<file path="config.mk">
export PLATFORM = sky130hd
export DESIGN_NAME = motor_update_scheduler
export DESIGN_NICKNAME = d
export VERILOG_FILES = /design/src/rtl/motor_update_scheduler.sv
export SDC_FILE = /design/constraint.sdc
export NUM_CORES = 1
export LEC_CHECK = 0
export CORE_MARGIN = 2
export CORE_UTILIZATION = 63
export CTS_CLUSTER_SIZE = 12
export DETAILED_ROUTE_END_ITERATION = 10
export PLACE_DENSITY_LB_ADDON = 0.15
export SYNTH_ARGS = -nofsm -noshare
export SYNTH_HDL_FRONTEND = slang
export SYNTH_SLANG_ARGS = --single-unit
</file>
<file path="constraint.sdc">
create_clock -name clk -period 20.7 [get_ports clk]
set_clock_uncertainty 0.1 [all_clocks]
set_input_delay 4.14 -clock clk [delete_from_list [all_inputs] [get_ports clk]]
set_output_delay 4.14 -clock clk [all_outputs]
set_load 0.005 [all_outputs]
</file>
<file path="src/rtl/motor_update_scheduler.sv">
`default_nettype none
// ============================================================================
// Module   : motor_update_scheduler
// Purpose  : Collects decoded speeds from eight DShot decoders, applies a
//            per-motor arming sequence and a signal-loss watchdog, and
//            round-robin arbitrates pending updates onto one valid/ready
//            update port. Holds the committed 64-bit speed vector.
// Revision : 1.0  initial release
// ----------------------------------------------------------------------------
// Ports:
//   clk             system clock (16 MHz)
//   rst             asynchronous active-high reset
//   speed_valid     [7:0]  per-motor new-frame strobe, bit 0 = motor 1
//   speedFlat       [63:0] decoded speeds, motor 1 at [63:56]
//   upd_valid       update offered
//   upd_motor       [2:0]  offered motor index (0 = motor 1)
//   upd_speed       [7:0]  offered speed
//   upd_ready       consumer accepts the offered update
//   targetSpeedFlat [63:0] committed speeds, same packing as speedFlat
//   armed           [7:0]  per-motor armed status
//   timeout_flags   [7:0]  per-motor signal-loss flag
// Build option:
//   SLEW_LIMIT_EN   when defined, limits each committed increase to MAX_STEP
// ============================================================================
module motor_update_scheduler #(
  parameter int TIMEOUT_CYCLES = 320000,
  parameter int ARM_FRAMES     = 16,
  parameter int MAX_STEP       = 4
) (
  input  logic        clk,
  input  logic        rst,
  input  logic [7:0]  speed_valid,
  input  logic [63:0] speedFlat,
  output logic        upd_valid,
  output logic [2:0]  upd_motor,
  output logic [7:0]  upd_speed,
  input  logic        upd_ready,
  output logic [63:0] targetSpeedFlat,
  output logic [7:0]  armed,
  output logic [7:0]  timeout_flags
);

  localparam logic [0:0]  ST_IDLE      = 1'b0;
  localparam logic [0:0]  ST_OFFER     = 1'b1;
  localparam logic [19:0] c_TIMER_LOAD = 20'(TIMEOUT_CYCLES);
  localparam logic [7:0]  c_ARM_FRAMES = 8'(ARM_FRAMES);

  // Parameter sanity: reject configurations the counters cannot represent.
  if (ARM_FRAMES < 1 || ARM_FRAMES > 255 || MAX_STEP < 0 || MAX_STEP > 255 ||
      TIMEOUT_CYCLES < 1 || TIMEOUT_CYCLES > 1048575) begin : g_bad_param
    $error("motor_update_scheduler: parameter out of range");
  end

  logic [0:0] r_state;
  logic [2:0] r_ptr;
  logic       r_upd_valid;
  logic [2:0] r_upd_motor;
  logic [7:0] r_upd_speed;

  logic [7:0] w_pending;
  logic [7:0] w_armed;
  logic [7:0] w_tflag;
  logic [7:0] w_cap    [8];
  logic [7:0] w_target [8];
  logic [7:0] w_grant_clr;
  logic [7:0] w_commit;

  logic       w_found;
  logic [2:0] w_sel;
  logic [2:0] w_idx;
  logic [7:0] w_sel_cap;
  logic [7:0] w_grant_speed;
  logic       w_keep_pending;

  // --------------------------------------------------------------------------
  // Round-robin search: walk from ptr+7 down to ptr so the last hit, which is
  // the closest set bit at or above ptr (with wrap), ends up selected.
  // --------------------------------------------------------------------------
  always_comb begin
    w_found = |w_pending;
    w_sel   = r_ptr;
    w_idx   = 3'd0;
    for (int i = 7; i >= 0; i--) begin
      w_idx = r_ptr + 3'(i);
      if (w_pending[w_idx]) begin
        w_sel = w_idx;
      end
    end
  end

  // --------------------------------------------------------------------------
  // Grant value. With the slew limiter, the comparison is done in 9 bits so
  // committed + MAX_STEP cannot wrap; a limited grant keeps the pending bit so
  // the motor ramps over later grants.
  // --------------------------------------------------------------------------
`ifdef SLEW_LIMIT_EN
  localparam logic [8:0] c_MAX_STEP9 = 9'(MAX_STEP);
  logic [8:0] w_limit;

  always_comb begin
    w_sel_cap = w_cap[w_sel];
    w_limit   = {1'b0, w_target[w_sel]} + c_MAX_STEP9;
    if ({1'b0, w_sel_cap} > w_limit) begin
      w_grant_speed  = w_limit[7:0];
      w_keep_pending = 1'b1;
    end else begin
      w_grant_speed  = w_sel_cap;
      w_keep_pending = 1'b0;
    end
  end
`else
  always_comb begin
    w_sel_cap      = w_cap[w_sel];
    w_grant_speed  = w_sel_cap;
    w_keep_pending = 1'b0;
  end
`endif

  // --------------------------------------------------------------------------
  // Arbiter FSM. The offer is frozen until the handshake; the pointer moves
  // past the granted motor only once the update is accepted.
  // --------------------------------------------------------------------------
  always_ff @(posedge clk or posedge rst) begin
    if (rst) begin
      r_state     <= ST_IDLE;
      r_ptr       <= 3'd0;
      r_upd_valid <= 1'b0;
      r_upd_motor <= 3'd0;
      r_upd_speed <= 8'd0;
    end else begin
      case (r_state)
        ST_IDLE: begin
          if (w_found) begin
            r_upd_valid <= 1'b1;
            r_upd_motor <= w_sel;
            r_upd_speed <= w_grant_speed;
            r_state     <= ST_OFFER;
          end
        end
        ST_OFFER: begin
          if (upd_ready) begin
            r_upd_valid <= 1'b0;
            r_ptr       <= r_upd_motor + 3'd1;
            r_state     <= ST_IDLE;
          end
        end
        default: begin
          r_upd_valid <= 1'b0;
          r_state     <= ST_IDLE;
        end
      endcase
    end
  end

  // --------------------------------------------------------------------------
  // Per-motor capture, arming, watchdog and committed speed.
  // --------------------------------------------------------------------------
  for (genvar m = 0; m < 8; m++) begin : g_motor
    logic [7:0]  w_speed;
    logic [7:0]  r_cap;
    logic [7:0]  r_target;
    logic [7:0]  r_arm_cnt;
    logic [19:0] r_timer;
    logic        r_pending;
    logic        r_armed;
    logic        r_tflag;

    assign w_speed        = speedFlat[8*(7-m) +: 8];
    assign w_grant_clr[m] = (r_state == ST_IDLE) && w_found &&
                            (w_sel == 3'(m)) && !w_keep_pending;
    assign w_commit[m]    = (r_state == ST_OFFER) && upd_ready &&
                            (r_upd_motor == 3'(m));

    // A strobe outranks both expiry and a same-cycle grant, so the most
    // recent frame is never dropped.
    always_ff @(posedge clk or posedge rst) begin
      if (rst) begin
        r_cap     <= 8'd0;
        r_arm_cnt <= 8'd0;
        r_timer   <= 20'd0;
        r_pending <= 1'b0;
        r_armed   <= 1'b0;
        r_tflag   <= 1'b1;
      end else if (speed_valid[m]) begin
        r_timer   <= c_TIMER_LOAD;
        r_tflag   <= 1'b0;
        r_pending <= 1'b1;
        if (r_armed) begin
          r_cap <= w_speed;
        end else begin
          r_cap <= 8'd0;
          if (w_speed != 8'd0) begin
            r_arm_cnt <= 8'd0;
          end else if (r_arm_cnt != c_ARM_FRAMES) begin
            r_arm_cnt <= r_arm_cnt + 8'd1;
          end
          if (r_arm_cnt == c_ARM_FRAMES) begin
            r_armed <= 1'b1;
          end
        end
      end else if (r_timer == 20'd1) begin
        // Signal lost: disarm and force a zero-speed update.
        r_timer   <= 20'd0;
        r_tflag   <= 1'b1;
        r_armed   <= 1'b0;
        r_arm_cnt <= 8'd0;
        r_cap     <= 8'd0;
        r_pending <= 1'b1;
      end else begin
        if (r_timer != 20'd0) begin
          r_timer <= r_timer - 20'd1;
        end
        if (!r_armed && (r_arm_cnt == c_ARM_FRAMES)) begin
          r_armed <= 1'b1;
        end
        if (w_grant_clr[m]) begin
          r_pending <= 1'b0;
        end
      end
    end

    always_ff @(posedge clk or posedge rst) begin
      if (rst) begin
        r_target <= 8'd0;
      end else if (w_commit[m]) begin
        r_target <= r_upd_speed;
      end
    end

    assign w_pending[m]                = r_pending;
    assign w_armed[m]                  = r_armed;
    assign w_tflag[m]                  = r_tflag;
    assign w_cap[m]                    = r_cap;
    assign w_target[m]                 = r_target;
    assign targetSpeedFlat[8*(7-m) +: 8] = r_target;
  end

  assign upd_valid     = r_upd_valid;
  assign upd_motor     = r_upd_motor;
  assign upd_speed     = r_upd_speed;
  assign armed         = w_armed;
  assign timeout_flags = w_tflag;

endmodule
`default_nettype wire

</file>
Yosys cells after proc, flatten, opt, wreduce, memory -nomap -nowiden. Cells that the tools add are included. Widths: inputs -> output; s select.

Bits in registers: 392. Bits in latches: 0. Memory bits (writable): 0. Memory bits (read-only): 0. Input port bits: 75. Logic and storage cells: 441. Memories kept: 0.

Add/subtract/negate cells: 24. Multiply operators: 0. Div/mod/pow operators: 0. $lt $le $gt $ge: 9. Equality and inequality tests: 56. Shifts and indexed selects: 0. Multiplexer cells: 193. Bitwise gates (word level): 2. Reduce and logical (&&, ||, !) cells: 96.

Operators by type and width (number): $mux 20 (24); $mux 8 (58); $eq 20x1->1 const B (8); $reduce_bool 20->1 (8); $sub 20x1->20 const B (8); $mux 1 (92); $reduce_bool 3->1 (24); $add 8x1->8 const B (8); $eq 8x5->1 const B (8); $ne 8x5->1 const B (8); $reduce_bool 8->1 (8); $lt 3x4->1 const B (8); $logic_and 1x1->1 (26); $bmux 1 s3 (8); $bmux 8 s3 (1); $eq 3x3->1 const B (8); $mux 3 (8); $ne 3x1->1 const B (8); $reduce_and 3->1 (8); $ne 2x2->1 const B (10); $reduce_bool 2->1 (8); $add 3x3->3 const B (4); $eq 3x2->1 const B (4); $logic_not 1->1 (8); other kinds (10) (17).

Longest topological paths before layout.
Depth in word-level cells: 16. Mapped depth: 13. Depth with buffers taken out: 10.

Least setup slack after synthesis. No wires, ideal clock.

Path type: input to register. Start: input speedFlat[50]. End: register g_motor[1].r_arm_cnt[6]. Setup time: 0.095 ns. Arrival: 5.672 ns. Data required time: 20.505 ns. Slack: 14.832 ns. Stages on the path: 9. Cells stage by stage: nor4_1 nand2_1 or4_1 clkbuf_1 inv_1 nor2_1 o21ai_1 o21ai_0 o31ai_1.

Cells in the longest elaborated chain, start to end: 4. Elaborated cells between the ends (all ways): 6. Classes of those cells: 1 x eq/ne; 3 x mux; 2 x reduce/logical.

Ends and longest elaborated chain: start: declaration (line 33) `input logic [63:0] speedFlat,`; $reduce_bool 8->1 * (line 192) `if (w_speed != 8'd0) begin`; $mux 8 (line 192); $mux 8 (line 188) `if (r_armed) begin`; $mux 8 (line 184) `end else if (speed_valid[m]) begin`; end signal: assignment (line 195) `r_arm_cnt <= r_arm_cnt + 8'd1;`; end: declaration (line 162) `logic [7:0] r_arm_cnt;`.

Every way passes the cells marked *; elsewhere a longest branch is shown, timed or not. The select of a mux whose other input is x is not followed. A chain may end at the register's enable or synchronous reset.

==> flow_metrics.env <==
export IMPL_core_area_mm2=0.0305
export IMPL_clk_pin_slew_worst_paths_ns=0.06
export IMPL_synth_top_family_by_area="simple AND/OR/NAND/NOR gates"
export IMPL_grt_usage_pct=27.4
export IMPL_r2r_start="r_ptr[1]"
export IMPL_clockBufferDepth=3
export IMPL_row_count=64
export IMPL_place_hpwl_um=30500
export IMPL_reg2reg_to="upd_speed[7]"
export IMPL_syn_avg_cell_area_um2=10.4
export IMPL_vias=15083
export IMPL_start_util_pct=64.0
export IMPL_synth_seq_area_share_pct=50.3
export IMPL_final_core_util_pct=74.5
export IMPL_antenna_found_initial=0
export IMPL_drive_gt1_share_pct=9.10
export IMPL_dpl_cell_area_mm2=0.0213
export IMPL_crit_path_end_kind="async pin"
export IMPL_cts_sinks=392
export IMPL_setup_viol=0
export IMPL_finalCriticalPeriod_ns=6.67
export IMPL_outcome="finished, final reports clean"
export IMPL_cts_tree="built"
export IMPL_post_cts_setup_buffers=0
export IMPL_layout_nets=2132
export IMPL_hp_start="g_motor[6].r_tflag"
export IMPL_io_buffers=166
export IMPL_report_final_hold_viol_count=0
export IMPL_area_growth_syn_to_layout_pct=16.4
export IMPL_worstPathArrival_ns=7.07
export IMPL_dominantRegCellSynth="dfrtp_1"
export IMPL_clkLatencyLatePin_ns=0.53
export IMPL_layout_commonest_cell="dfrtp_1"
export IMPL_dieHeight_um=180
export IMPL_crit_buf_inv=4
export IMPL_tightestPinTransition_ns=1.04
export IMPL_yosys_cell_types_count=81
export IMPL_hold_path_cell_count=2
export IMPL_slew_viol_final=0
export IMPL_hp_class="reg -> reg"
export IMPL_synth_nets=1995
export IMPL_critPathSlowestCell="buf_4"
export IMPL_cts_made_buffers=43
export IMPL_rsz0062_at_grt="false"
export IMPL_ys_warn_count=0
export IMPL_die_w_um=180
export IMPL_ctsRootBufferMaster="clkbuf_16"
export IMPL_slew_headroom_pct=30.4
export IMPL_dieArea_mm2=0.0324
export IMPL_start_kind="input port"
export IMPL_rr_worst_depth=10
export IMPL_worst_ep_required_time_ns=21.10
export IMPL_reg2reg_slack_ns=15.80
export IMPL_setup_tns_ns=0
export IMPL_synthAdderAreaFrac_pct=2.56
export IMPL_synth_edf_count=0
export IMPL_cp_max_fo=166
export IMPL_synth_xor_area_share_pct=4.89
export IMPL_wirelength_um=44300
export IMPL_dr_pass1_iters=5
export IMPL_gp_congestion=0.863
export IMPL_max_stage_delay_ns=0.92
export IMPL_max_freq_mhz=150
export IMPL_vdd_drop_max_uv=59.1
export IMPL_critPathKind="in -> async"
export IMPL_h_tree_depth=2
export IMPL_wire_per_inst_um=18.2
export IMPL_p_per_area_mw_per_mm2=106
export IMPL_fillers=2078
export IMPL_min_to="g_motor[6].r_tflag"
export IMPL_cts_resized_gates=0
export IMPL_drc=0
export IMPL_cts_hold_buf=0
export IMPL_grt_pass1_wl_um=73800
export IMPL_drtIter0Drc=1084
export IMPL_viasPerCell=6.18
export IMPL_final_cell_mix="dfrtp_1 (384), nor2_1 (211), clkdlybuf4s50_1 (166), o21ai_0 (122), nand2_1 (113)"
export IMPL_synthMuxAreaShare_pct=7.31
export IMPL_finalCritPeriodShare_pct=32.2
export IMPL_synth_cells=1880
export IMPL_grt_ovfl_total=0
export IMPL_path_delay_family="buffers and inverters"
export IMPL_ios=167
export IMPL_async_flop_share_pct=100
export IMPL_grt_pass1_vias=14735
export IMPL_synth_compound_area_share_pct=13.0
export IMPL_p_leak_nw=9.79
export IMPL_yosys_area_share_simple_pct=18.5
export IMPL_maxCapViolations=0
export IMPL_grt_max_degree=167
export IMPL_final_area_mm2=0.0227
export IMPL_crit_chain="clkdlybuf4s50_1 > inv_8 > buf_12 > buf_4"
export IMPL_ant_nets=0
export IMPL_synth_cell_area_mm2=0.0195
export IMPL_diodes=0
export IMPL_synth_seq_cells=392
-- report_power, final --
group	switching (mW)	leakage (nW)	internal (mW)
Combinational	0.297	4.11	0.335
Sequential	0.127	4.97	0.881
Clock	0.299	0.703	0.466
-- stage by stage --
stage | total power [mW] | hold WS (ns) | worst slack (ns) | instances
final | 2.41 | 0.358 | 14.03 | 2440
after global routing | 2.53 | 0.380 | 13.50 | 2440
after CTS | 2.42 | 0.363 | 13.83 | 2440
after detailed placement | 1.65 | 0.354 | 13.26 | 2368
after global placement | 1.62 | 0.349 | 13.30 | 2368
after floorplan | 1.40 | 0.342 | 5.58 | 1880
-- Yosys cell counts (6+ instances only) --
cell type  instances  area share, %
and3_1            33            1.1
mux2i_1           24            1.2
o22ai_1           10           0.32
nand4_1           17           0.54
nor2b_1           20           0.64
buf_4             18           0.69
nand2b_1          28           0.90
or4_1             18           0.69
a21oi_1           56            1.4
nor2_1           211            4.1
nor3b_1           10           0.38
o21bai_1           7           0.27
nor3_1            59            1.5
xor2_1            44            2.0
a22o_1            64            2.9
o21ai_0          122            3.1
clkbuf_1          42           0.81
a221o_1            8           0.41
o21ai_1            7           0.18
xnor2_1           65            2.9
dfstp_2            8            1.1
dfrtp_1          384             49
nor4_1            35            1.1
inv_1             59            1.1
or3_1             36            1.2
o31ai_1           31            1.2
or2_2              6           0.19
buf_6              7           0.40
mux4_2            12            1.4
a211oi_1          14           0.54
and2_1            19           0.61
a32o_1             6           0.31
nand3_1           66            1.7
a21o_1            18           0.69
mux2_2            70            4.0
ha_1              40            2.6
nand2_1          113            2.2
nor4b_1            9           0.40
-- sequential cells by signal, summed over array words and instances, names as in the netlist --
| name | count |
|---|---|
| g_motor.r_target | 64 |
| r_ptr | 3 |
| upd_motor | 3 |
| g_motor.r_armed | 8 |
| g_motor.r_tflag | 8 |
| g_motor.r_arm_cnt | 64 |
| upd_valid | 1 |
| upd_speed | 8 |
| g_motor.r_cap | 64 |
| r_state | 1 |
| g_motor.r_timer | 160 |
| g_motor.r_pending | 8 |
-- per-layer routing --
layer / GRT usage (%) / vias to the layer above / part of all wire (%)
li1: - / 7049 / -
met1: 38.4 / 7506 / 44
met2: 44.8 / 456 / 48
met3: 4.73 / 72 / 5.7
met4: 7.00 / 0 / 2.0
met5: 0 / - / 0
-- cell type report --
| type | instances | area, um^2 | share of cell area [%] |
|---|---|---|---|
| clock buffers | 61 | 1290 | 5.66 |
| clock inverters | 11 | 133 | 0.584 |
| inverters | 61 | 236 | 1.04 |
| multi-input cells | 1348 | 9030 | 39.8 |
| flip-flops and latches | 392 | 9820 | 43.2 |
| well taps | 396 | 495 | 2.18 |
| repair buffers | 171 | 1710 | 7.54 |
-- worst max path at each step --
| stage | startpoint | endpoint | slack (ns) | depth (start not counted) |
|---|---|---|---|---|
| after floorplan | rst | g_motor[0].r_arm_cnt[0] | 5.58 | 1 |
| after global placement | rst | g_motor[1].r_target[6] | 13.30 | 4 |
| after detailed placement | rst | g_motor[1].r_target[6] | 13.26 | 4 |
| after CTS | rst | g_motor[6].r_target[2] | 13.83 | 4 |
| after global routing | rst | upd_motor[1] | 13.50 | 4 |
| final | rst | g_motor[2].r_target[1] | 14.03 | 4 |
-- cells by family (layout without fill, tap and decap cells) --
| logic type | Yosys count | after routing |
|---|---|---|
| compound gates | 379 | 379 |
| xor+xnor | 109 | 109 |
| fa+ha+maj | 40 | 40 |
| buf+inv | 140 | 304 |
| flops | 392 | 392 |
| mux | 111 | 111 |
| simple gates | 709 | 709 |
-- worst register-to-register path: stages (launching register included) --
cell and delay (ns):
dfrtp_1 0.85, clkinv_1 0.51, ha_1 0.61, mux4_2 0.44
mux2i_1 0.37, or3_1 0.17, nand4_1 0.13, nor3b_4 0.20
buf_4 0.44, mux4_2 0.64, a221o_1 0.34
(Power assumes the default switching activity.)
